[src/rtl/oneshot_pkg.sv]
// Shared constants for the one-shot pulse scheduler: FSM state encodings and
// the cycle-counter width helper.
package oneshot_pkg;

  typedef logic [1:0] state_t;

  localparam state_t IDLE  = 2'd0;
  localparam state_t PULSE = 2'd1;
  localparam state_t GAP   = 2'd2;

  // Counter must hold max(pulse_w, gap_w); never narrower than one bit.
  function automatic int unsigned cnt_width(input int unsigned pulse_w,
                                            input int unsigned gap_w);
    int unsigned m;
    m = (pulse_w > gap_w) ? pulse_w : gap_w;
    return ($clog2(m + 1) < 1) ? 1 : $clog2(m + 1);
  endfunction

endpackage

[src/rtl/oneshot_sched_rr_pick.sv]
// Combinational round-robin picker: first set bit of pending searching upward
// from ptr+1 (wrapping), returned as one-hot grant and binary index.
module rr_pick #(
  parameter int N = 4
) (
  input  logic [N-1:0]         pending,
  input  logic [$clog2(N)-1:0] ptr,
  output logic [N-1:0]         grant,
  output logic [$clog2(N)-1:0] idx
);

  localparam int IW = $clog2(N);

  logic [IW-1:0] c;
  logic          found;

  always_comb begin
    grant = '0;
    idx   = '0;
    c     = '0;
    found = 1'b0;
    for (int unsigned off = 1; off <= N; off++) begin
      c = IW'((32'(ptr) + off) % N);
      if (!found && pending[c]) begin
        found    = 1'b1;
        grant[c] = 1'b1;
        idx      = c;
      end
    end
  end

endmodule

[src/rtl/oneshot_sched.sv]
// Shared fixed-width one-shot pulse generator, round-robin among N_CH channels.
// Optional ONESHOT_SCHED_OVERRUN_EN adds sticky per-channel overrun flags.
module oneshot_sched
  import oneshot_pkg::*;
#(
  parameter int N_CH    = 4,
  parameter int PULSE_W = 4,
  parameter int GAP_W   = 1
) (
  input  logic                    clk,
  input  logic                    reset_n,
  input  logic [N_CH-1:0]         req,
`ifdef ONESHOT_SCHED_OVERRUN_EN
  input  logic [N_CH-1:0]         ovr_clr,
  output logic [N_CH-1:0]         overrun,
`endif
  output logic                    pulse_out,
  output logic [N_CH-1:0]         pulse_ch,
  output logic [$clog2(N_CH)-1:0] pulse_idx,
  output logic [N_CH-1:0]         done,
  output logic [N_CH-1:0]         pending,
  output logic                    busy
);

  localparam int IW    = $clog2(N_CH);
  localparam int CNT_W = cnt_width(PULSE_W, GAP_W);
  localparam logic [CNT_W-1:0] PW_LAST  = CNT_W'(PULSE_W - 1);
  localparam logic [CNT_W-1:0] GAP_LAST = (GAP_W > 0) ? CNT_W'(GAP_W - 1) : '0;

  state_t            state;
  logic [CNT_W-1:0]  cnt;
  logic [IW-1:0]     ptr;
  logic [N_CH-1:0]   req_q;
  logic [N_CH-1:0]   rise;
  logic [N_CH-1:0]   grant;
  logic [N_CH-1:0]   pick_grant;
  logic [IW-1:0]     pick_idx;

  rr_pick #(.N(N_CH)) u_pick (
    .pending (pending),
    .ptr     (ptr),
    .grant   (pick_grant),
    .idx     (pick_idx)
  );

  always_comb begin
    rise  = req & ~req_q;
    grant = (state == IDLE) ? pick_grant : '0;
  end

  always_ff @(posedge clk or negedge reset_n) begin
    if (!reset_n) begin
      state     <= IDLE;
      cnt       <= '0;
      ptr       <= IW'(N_CH - 1);
      req_q     <= '0;
      pending   <= '0;
      pulse_out <= 1'b0;
      pulse_ch  <= '0;
      pulse_idx <= '0;
      done      <= '0;
      busy      <= 1'b0;
    end else begin
      req_q   <= req;
      pending <= (pending & ~grant) | rise;
      done    <= '0;
      case (state)
        IDLE: begin
          if (|pending) begin
            state     <= PULSE;
            cnt       <= '0;
            pulse_out <= 1'b1;
            pulse_ch  <= grant;
            pulse_idx <= pick_idx;
            ptr       <= pick_idx;
            busy      <= 1'b1;
          end
        end
        PULSE: begin
          if (cnt == PW_LAST) begin
            // pulse_ch still names the owner here, so it doubles as the done strobe
            done      <= pulse_ch;
            pulse_out <= 1'b0;
            pulse_ch  <= '0;
            pulse_idx <= '0;
            cnt       <= '0;
            if (GAP_W > 0) begin
              state <= GAP;
            end else begin
              state <= IDLE;
              busy  <= 1'b0;
            end
          end else begin
            cnt <= cnt + 1'b1;
          end
        end
        GAP: begin
          if (cnt == GAP_LAST) begin
            state <= IDLE;
            busy  <= 1'b0;
            cnt   <= '0;
          end else begin
            cnt <= cnt + 1'b1;
          end
        end
        default: begin
          state <= IDLE;
          busy  <= 1'b0;
        end
      endcase
    end
  end

`ifdef ONESHOT_SCHED_OVERRUN_EN
  always_ff @(posedge clk or negedge reset_n) begin
    if (!reset_n) overrun <= '0;
    else          overrun <= (overrun & ~ovr_clr) | (rise & pending & ~grant);
  end
`else
  // Repeat edges on an already-pending channel merge silently into pending.
`endif

endmodule

[config.mk]
export PLATFORM = sky130hd
export DESIGN_NAME = oneshot_sched
export DESIGN_NICKNAME = d
export VERILOG_FILES = /design/src/rtl/oneshot_pkg.sv /design/src/rtl/oneshot_sched_rr_pick.sv /design/src/rtl/oneshot_sched.sv
export SDC_FILE = /design/constraint.sdc
export NUM_CORES = 1
export LEC_CHECK = 0
export CAP_MARGIN = 20
export CORE_UTILIZATION = 59
export CTS_CLUSTER_SIZE = 14
export DETAILED_ROUTE_END_ITERATION = 7
export PLACE_DENSITY = 0.9
export SLEW_MARGIN = 10
export SYNTH_ARGS = -nofsm -noshare
export SYNTH_HDL_FRONTEND = slang
export SYNTH_HIERARCHICAL = 1
export SYNTH_SLANG_ARGS = --single-unit
[constraint.sdc]
create_clock -name clk -period 5.7 [get_ports clk]
set_clock_uncertainty 0.05 [all_clocks]
set_input_delay 1.14 -clock clk [delete_from_list [all_inputs] [get_ports clk]]
set_output_delay 1.14 -clock clk [all_outputs]
set_load 0.01 [all_outputs]
== Word level (Yosys, flattened, before mapping) ==
Index checks and enable logic that the tools add are counted.
Word-level totals
  logic and storage cells: 107
  input bits: 6
  output and inout port bits: 16
  bits in registers: 27
Operators by class
  bitwise logic cells: 9
  muxes and demuxes: 49
  eq/ne operators: 6
  $add $sub $neg: 5
  magnitude comparators: 8
  reductions and logical operators: 20
Operators with widths (count)
  $mux 4: 9
  $mux 2: 9
  $or 4x4->4: 4
  $mux 1: 14
  $lt 2x3->1 const B: 4
  $mux 3: 3
  $pmux 3 s3: 1
  $reduce_and 3->1: 3
  $and 4x4->4: 2
  $bmux 1 s2: 4
  $demux 1 s2: 4
  $ge 2x1->1 const B: 4
  $not 4->4: 2
  $pmux 4 s2: 1
  $logic_and 1x1->1: 7
  $pmux 2 s3: 1
  $add 2x1->2 const B: 2
  $add 2x2->2 const B: 2
  $ne 2x2->1 const B: 2
  $pmux 2 s2: 1
  $reduce_and 2->1: 2
  $reduce_or 4->1: 1
  $add 3x1->3 const B: 1
  $eq 3x2->1 const B: 1
  11 further kinds: 13

== Depth between registers and ports, before layout ==
  depth after elaboration: 17
  depth in mapped cells: 11

== Hierarchy ==
Netlist, hierarchy kept.
By module, submodules not included
  oneshot_sched: instances 1, area each 1194.9 µm², cells each 102
  rr_pick: instances 1, area each 545.5 µm², cells each 68

== Worst setup path after synthesis ==
Ideal clock, no wire load.
  path kind: reg-to-reg
  start: reg ptr[0]
  end: reg pulse_ch[0]
  arrival time: 2.300 ns
  path slack: 3.229 ns
  required time: 5.529 ns
  stages on the path, launching flop included: 10
  cells stage by stage: dfstp_2 > buf_4 > inv_1 > ha_1 > buf_4 > mux4_2 > nand2_1 > o21ai_0 > a221o_2 > a22o_1
Between the ends
  word-level cells in the longest chain between the ends: 16
  elaborated cells between the ends (all ways): 51
  those cells by class: 4 x add/sub; 8 x order compare; 26 x mux; 3 x bitwise; 10 x reduce/logical
Ends and longest elaborated chain
  from (decl): RTL line oneshot_sched.sv:32  | logic [IW-1:0] ptr;
  from (signal assigned): RTL line oneshot_sched.sv:55  | ptr <= IW'(N_CH - 1);
  from (signal assigned): RTL line oneshot_sched.sv:75  | ptr <= pick_idx;
  parallel branches: the longest is 12 deep, another holds $lt 2x3->1
  $mux 4 *: RTL line oneshot_sched_rr_pick.sv:24  | if (!found && pending[c]) begin
  net pick_grant[0]: RTL line oneshot_sched.sv:36  | logic [N_CH-1:0] pick_grant;
  $mux 4 *: RTL line oneshot_sched.sv:48  | grant = (state == IDLE) ? pick_grant : '0;
  $mux 4 *: RTL line oneshot_sched.sv:69  | if (|pending) begin
  $pmux 4 s2 *: RTL line oneshot_sched.sv:67  | case (state)
  to (signal assigned): RTL line oneshot_sched.sv:73  | pulse_ch <= grant;
  to (decl): RTL line oneshot_sched.sv:18  | output logic [N_CH-1:0] pulse_ch,
Mark *: on every way through the listed nets, which the timed path passes. The select of a mux whose other input is x is not followed.
A chain may end at the register's enable or synchronous reset.

== Final worst setup path ==
  start: reg pending[1]
  end: out pending[1]
RTL lines
  from (decl): RTL line oneshot_sched.sv:21  | output logic [N_CH-1:0] pending,
  from (signal assigned): RTL line oneshot_sched.sv:65  | pending <= (pending & ~grant) | rise;
No word-level cell between the ends.

==> impl.org <==
** Outcome
- Result of the run :: completed

** Global route
- Antenna violations before repair :: 0
- Vias in the first global route :: 1386
- First-pass GRT wire length :: 6334 um
- For this run, the total global-route usage over all layers was measured as 25.67%.
- Largest net degree at the start of global routing :: 28
- Global route total overflow :: 0

** Placement
- The congestion estimate from routability-driven global placement came to 0.8957.
- Timing analysis after detailed placement gives a worst setup slack of 2.981 ns.
- The wire-length estimate of the detail-placed layout is 2751 um.
- Port buffering added 21 buffers.

** Detailed routing
- The detailed router finished its first iteration with 57 violations.
- Dividing the detail-routed wire length by the instance count gives 16.93 um.
- For this run, design rule violations remaining after detail routing come to 0.
- Vias per cell :: 6.330
- In this run the remaining antenna-violating nets after routing total 0.
- The first TritonRoute pass finished after 4 iterations.
- Vias :: 1380
- Aggregate routed wire length :: 3691 um

** Power and ir drop
- Power density over the cells :: 541.4 nW/um2
- Summed over all cells, the static leakage comes to 0.8782 nW.
- Overall power consumption after layout is estimated at 1.054 mW.
- The worst-case IR drop observed on VDD is 443.4 uV.

** CTS
- Buffers added to address setup during post-CTS repair amount to 0.
- H-tree lvl count :: 1
- Buffer cell driving the clock tree root :: sky130_fd_sc_hd__clkbuf_4
- For this design, the CTS-stage hold fixing added 0 buffers.
- Number of CTS-inserted buffers :: 3
- Worst-case clock buffer depth :: 2
- CTS tree :: built
- Clock Latency Late Sink :: 0.32 ns
- After clock tree synthesis, the repair step resized 0 gates.
- Number of clock sinks :: 27
- Clock transition at path regs :: 0.13 ns

** Yosys
- Synthesis handed over a netlist of 170 instances.
- Synth Area in Adders :: 11.50%
- Xor and xnor fraction of the mapped netlist area :: 0%
- Fraction of the mapped netlist area in compound gates :: 17.97%
- Area contributors post-synth :: sky130_fd_sc_hd__dfrtp_1 36%, sky130_fd_sc_hd__ha_1 12%, sky130_fd_sc_hd__o21ai_0 4.3%
- Yosys mapped the design onto 43 distinct sky130hd cell types.
- Yosys top cell by area :: sky130_fd_sc_hd__dfrtp_1
- For this run, the number of Yosys warnings is 6.
- After synthesis, the mean cell area works out to 10.24 um2.
- Area share of the leading cell type in the synthesized netlist :: 35.95%
- Counting every net in the synthesized netlist gives 192.
- By area, the combinational part of the netlist is dominated by compound AO/OA/AOI/OAI gates.
- Total of flip-flops plus latches after synthesis :: 27
- Synth Area in Simple Gates :: 16.53%
- The portion of synthesized area spent on multiplexers is 7.405%.
- Mapped Area :: 1740 um2
- Share of the yosys chip area belonging to registers :: 38.96%

** Floorplan
- Total die area :: 3171 um2
- In this run the vertical extent of the chip is 56.31 um.
- For this design the top-level I/O count stands at 22.
- Once the floorplan was initialized, standard cells occupied 62.57% of the core.
- In this run the core area contains 19 standard-cell rows.
- After floorplanning, the core was sized to cover 2781 um2.
- Die extent in x :: 56.31 um

** Worst hold path
- Worst hold path startpoint :: req_q[1]
- Type of the most critical hold path :: reg2reg

** Critical path
- Crit path largest cell delay :: 0.70 ns
- Counting cells, the worst reg-to-reg path comes to 7.
- Largest driver fanout on the critical path :: 14
- The worst setup path is captured at an output pin.
- In this run the number of cells on the critical path is 1.
- Crit. Startpoint :: pending[1]
- R2R setup slack :: 2.92 ns
- STA classifies the critical path startpoint as a register.
- On the critical path the largest part of the delay comes from flip-flops.
- The worst register-to-register path begins at ptr[0].
- The critical path is of the reg2out type.
- Together, buffers and inverters on the worst path number 1.
- Cell with the biggest individual delay on the critical path :: sky130_fd_sc_hd__dfrtp_1
- Endpoint of the most critical setup path :: pending[1]
- WP data arrival :: 1.67 ns
- The worst register-to-register path ends at pulse_ch[1].
- Required time worst endpoint :: 4.51 ns
- CP cell instances :: clkdlybuf4s50_1

** Timing
- Setup violations remaining at the end of the flow were counted as 0.
- The routed design could run at a clock period as short as 2.864 ns.
- At the pin with the least slew margin, the transition time is 0.6521 ns.
- In the post-route analysis, the smallest setup slack over all paths is 2.836 ns.
- Post-route fraction of the period consumed by the critical path :: 50.25%
- Adding up every negative setup slack in the final design gives 0 ns.
- Highest clock rate :: 349.1 MHz
- Relative max-transition margin :: 56.43%
- The count of endpoints failing hold in the final timing report was 0.
- The number of pins exceeding their max-slew limit in the final report was 0.
- Setup repair after global routing missed its margin :: no

** Finish
- N_diodes :: 0
- Most common cell after layout, fill and taps aside :: sky130_fd_sc_hd__dfrtp_1
- Counting the fill cells in the layout gives 203.
- Measured on the finished design, the core utilization comes to 70.00%.
- The final layout contains 210 nets.
- Proportion of layout cells with a drive suffix above 1 :: 11.76%
- Compared with the post-synthesis result, the final layout area differs by 11.86%.
- In the layout the commonest cells are 25 x sky130_fd_sc_hd__dfrtp_1, 21 x sky130_fd_sc_hd__clkdlybuf4s50_1, 19 x sky130_fd_sc_hd__nand2_1, 16 x sky130_fd_sc_hd__ha_1.

** Flow run
- Number of max-capacitance violations reported :: 0
[state kept, by name, summed over array words and instances (netlist names)]
register / cells
state: 2
ptr: 2
req_q: 4
pulse_idx: 2
busy: 1
cnt: 3
done: 4
pending: 4
pulse_ch: 4
pulse_out: 1
[synthesized netlist by cell type (all sizes together)]
| cell type | count |
|---|---|
| mux2 | 5 |
| o22ai | 2 |
| a211oi | 1 |
| o221a | 1 |
| a22oi | 3 |
| and3b | 1 |
| nor3b | 2 |
| buf | 8 |
| nor2b | 8 |
| and2 | 1 |
| clkbuf | 1 |
| a32oi | 1 |
| ha | 16 |
| a21o | 1 |
| inv | 15 |
| a2111o | 1 |
| o32a | 1 |
| o211ai | 2 |
| nor4b | 1 |
| nand2b | 1 |
| and3 | 4 |
| nand4 | 2 |
| o21a | 1 |
| mux4 | 2 |
| or2 | 1 |
| nor2 | 6 |
| dfrtp | 25 |
| nor3 | 3 |
| a221oi | 2 |
| dfstp | 2 |
| nand3b | 1 |
| a221o | 4 |
| nand2 | 19 |
| nor4 | 1 |
| o21ai | 15 |
| or3b | 1 |
| a22o | 4 |
| mux2i | 2 |
| a21oi | 3 |
[worst min path at each step]
stage	endpoint	slack, ns	cells after the start
finish	pending[1]	0.38	1
global route	pending[1]	0.39	1
CTS	pending[1]	0.38	1
detailed placement	pending[1]	0.36	1
global placement	pending[3]	0.35	1
floorplan	pending[0]	0.35	1
[routing by layer]
metal | up-vias | track usage, % | wire [um]
li1 | 638 | - | -
met1 | 671 | 32.82 | 1581
met2 | 60 | 41.67 | 1850
met3 | 11 | 6.682 | 182
met4 | 0 | 10.45 | 77
met5 | - | 0 | 0
[logic make-up after synthesis]
logic type	count (synthesis)
AND/OR/NAND/NOR	52
AO/OA/AOI/OAI	42
flip-flops	27
buffers and inverters	24
adder cells (fa/ha/maj)	16
multiplexers	9
[power by group]
part | switching, mW | internal (mW) | total (mW)
registers | 0.101 | 0.251 | 0.353
clock network | 0.0520 | 0.0274 | 0.0794
logic | 0.320 | 0.301 | 0.622
total | 0.474 | 0.580 | 1.05
[stage by stage]
step / hold slack, ns / cells / cell area, um2
floorplan: 0.3496 / 170 / 1740
global placement: 0.3528 / 214 / 1921
detailed placement: 0.3572 / 214 / 1921
CTS: 0.3785 / 218 / 1947
global route: 0.3866 / 218 / 1947
finish: 0.3762 / 218 / 1947
[cell type report]
class	count	area, um2	share of cell area, %
multi-input combinational	119	929.6	47.75
sequential	27	678.2	34.83
timing repair buffer	22	217.7	11.18
inverter	15	56.30	2.892
tap	31	38.79	1.992
clock buffer	4	26.28	1.350
Note: power is estimated with default switching activity, not from simulation.
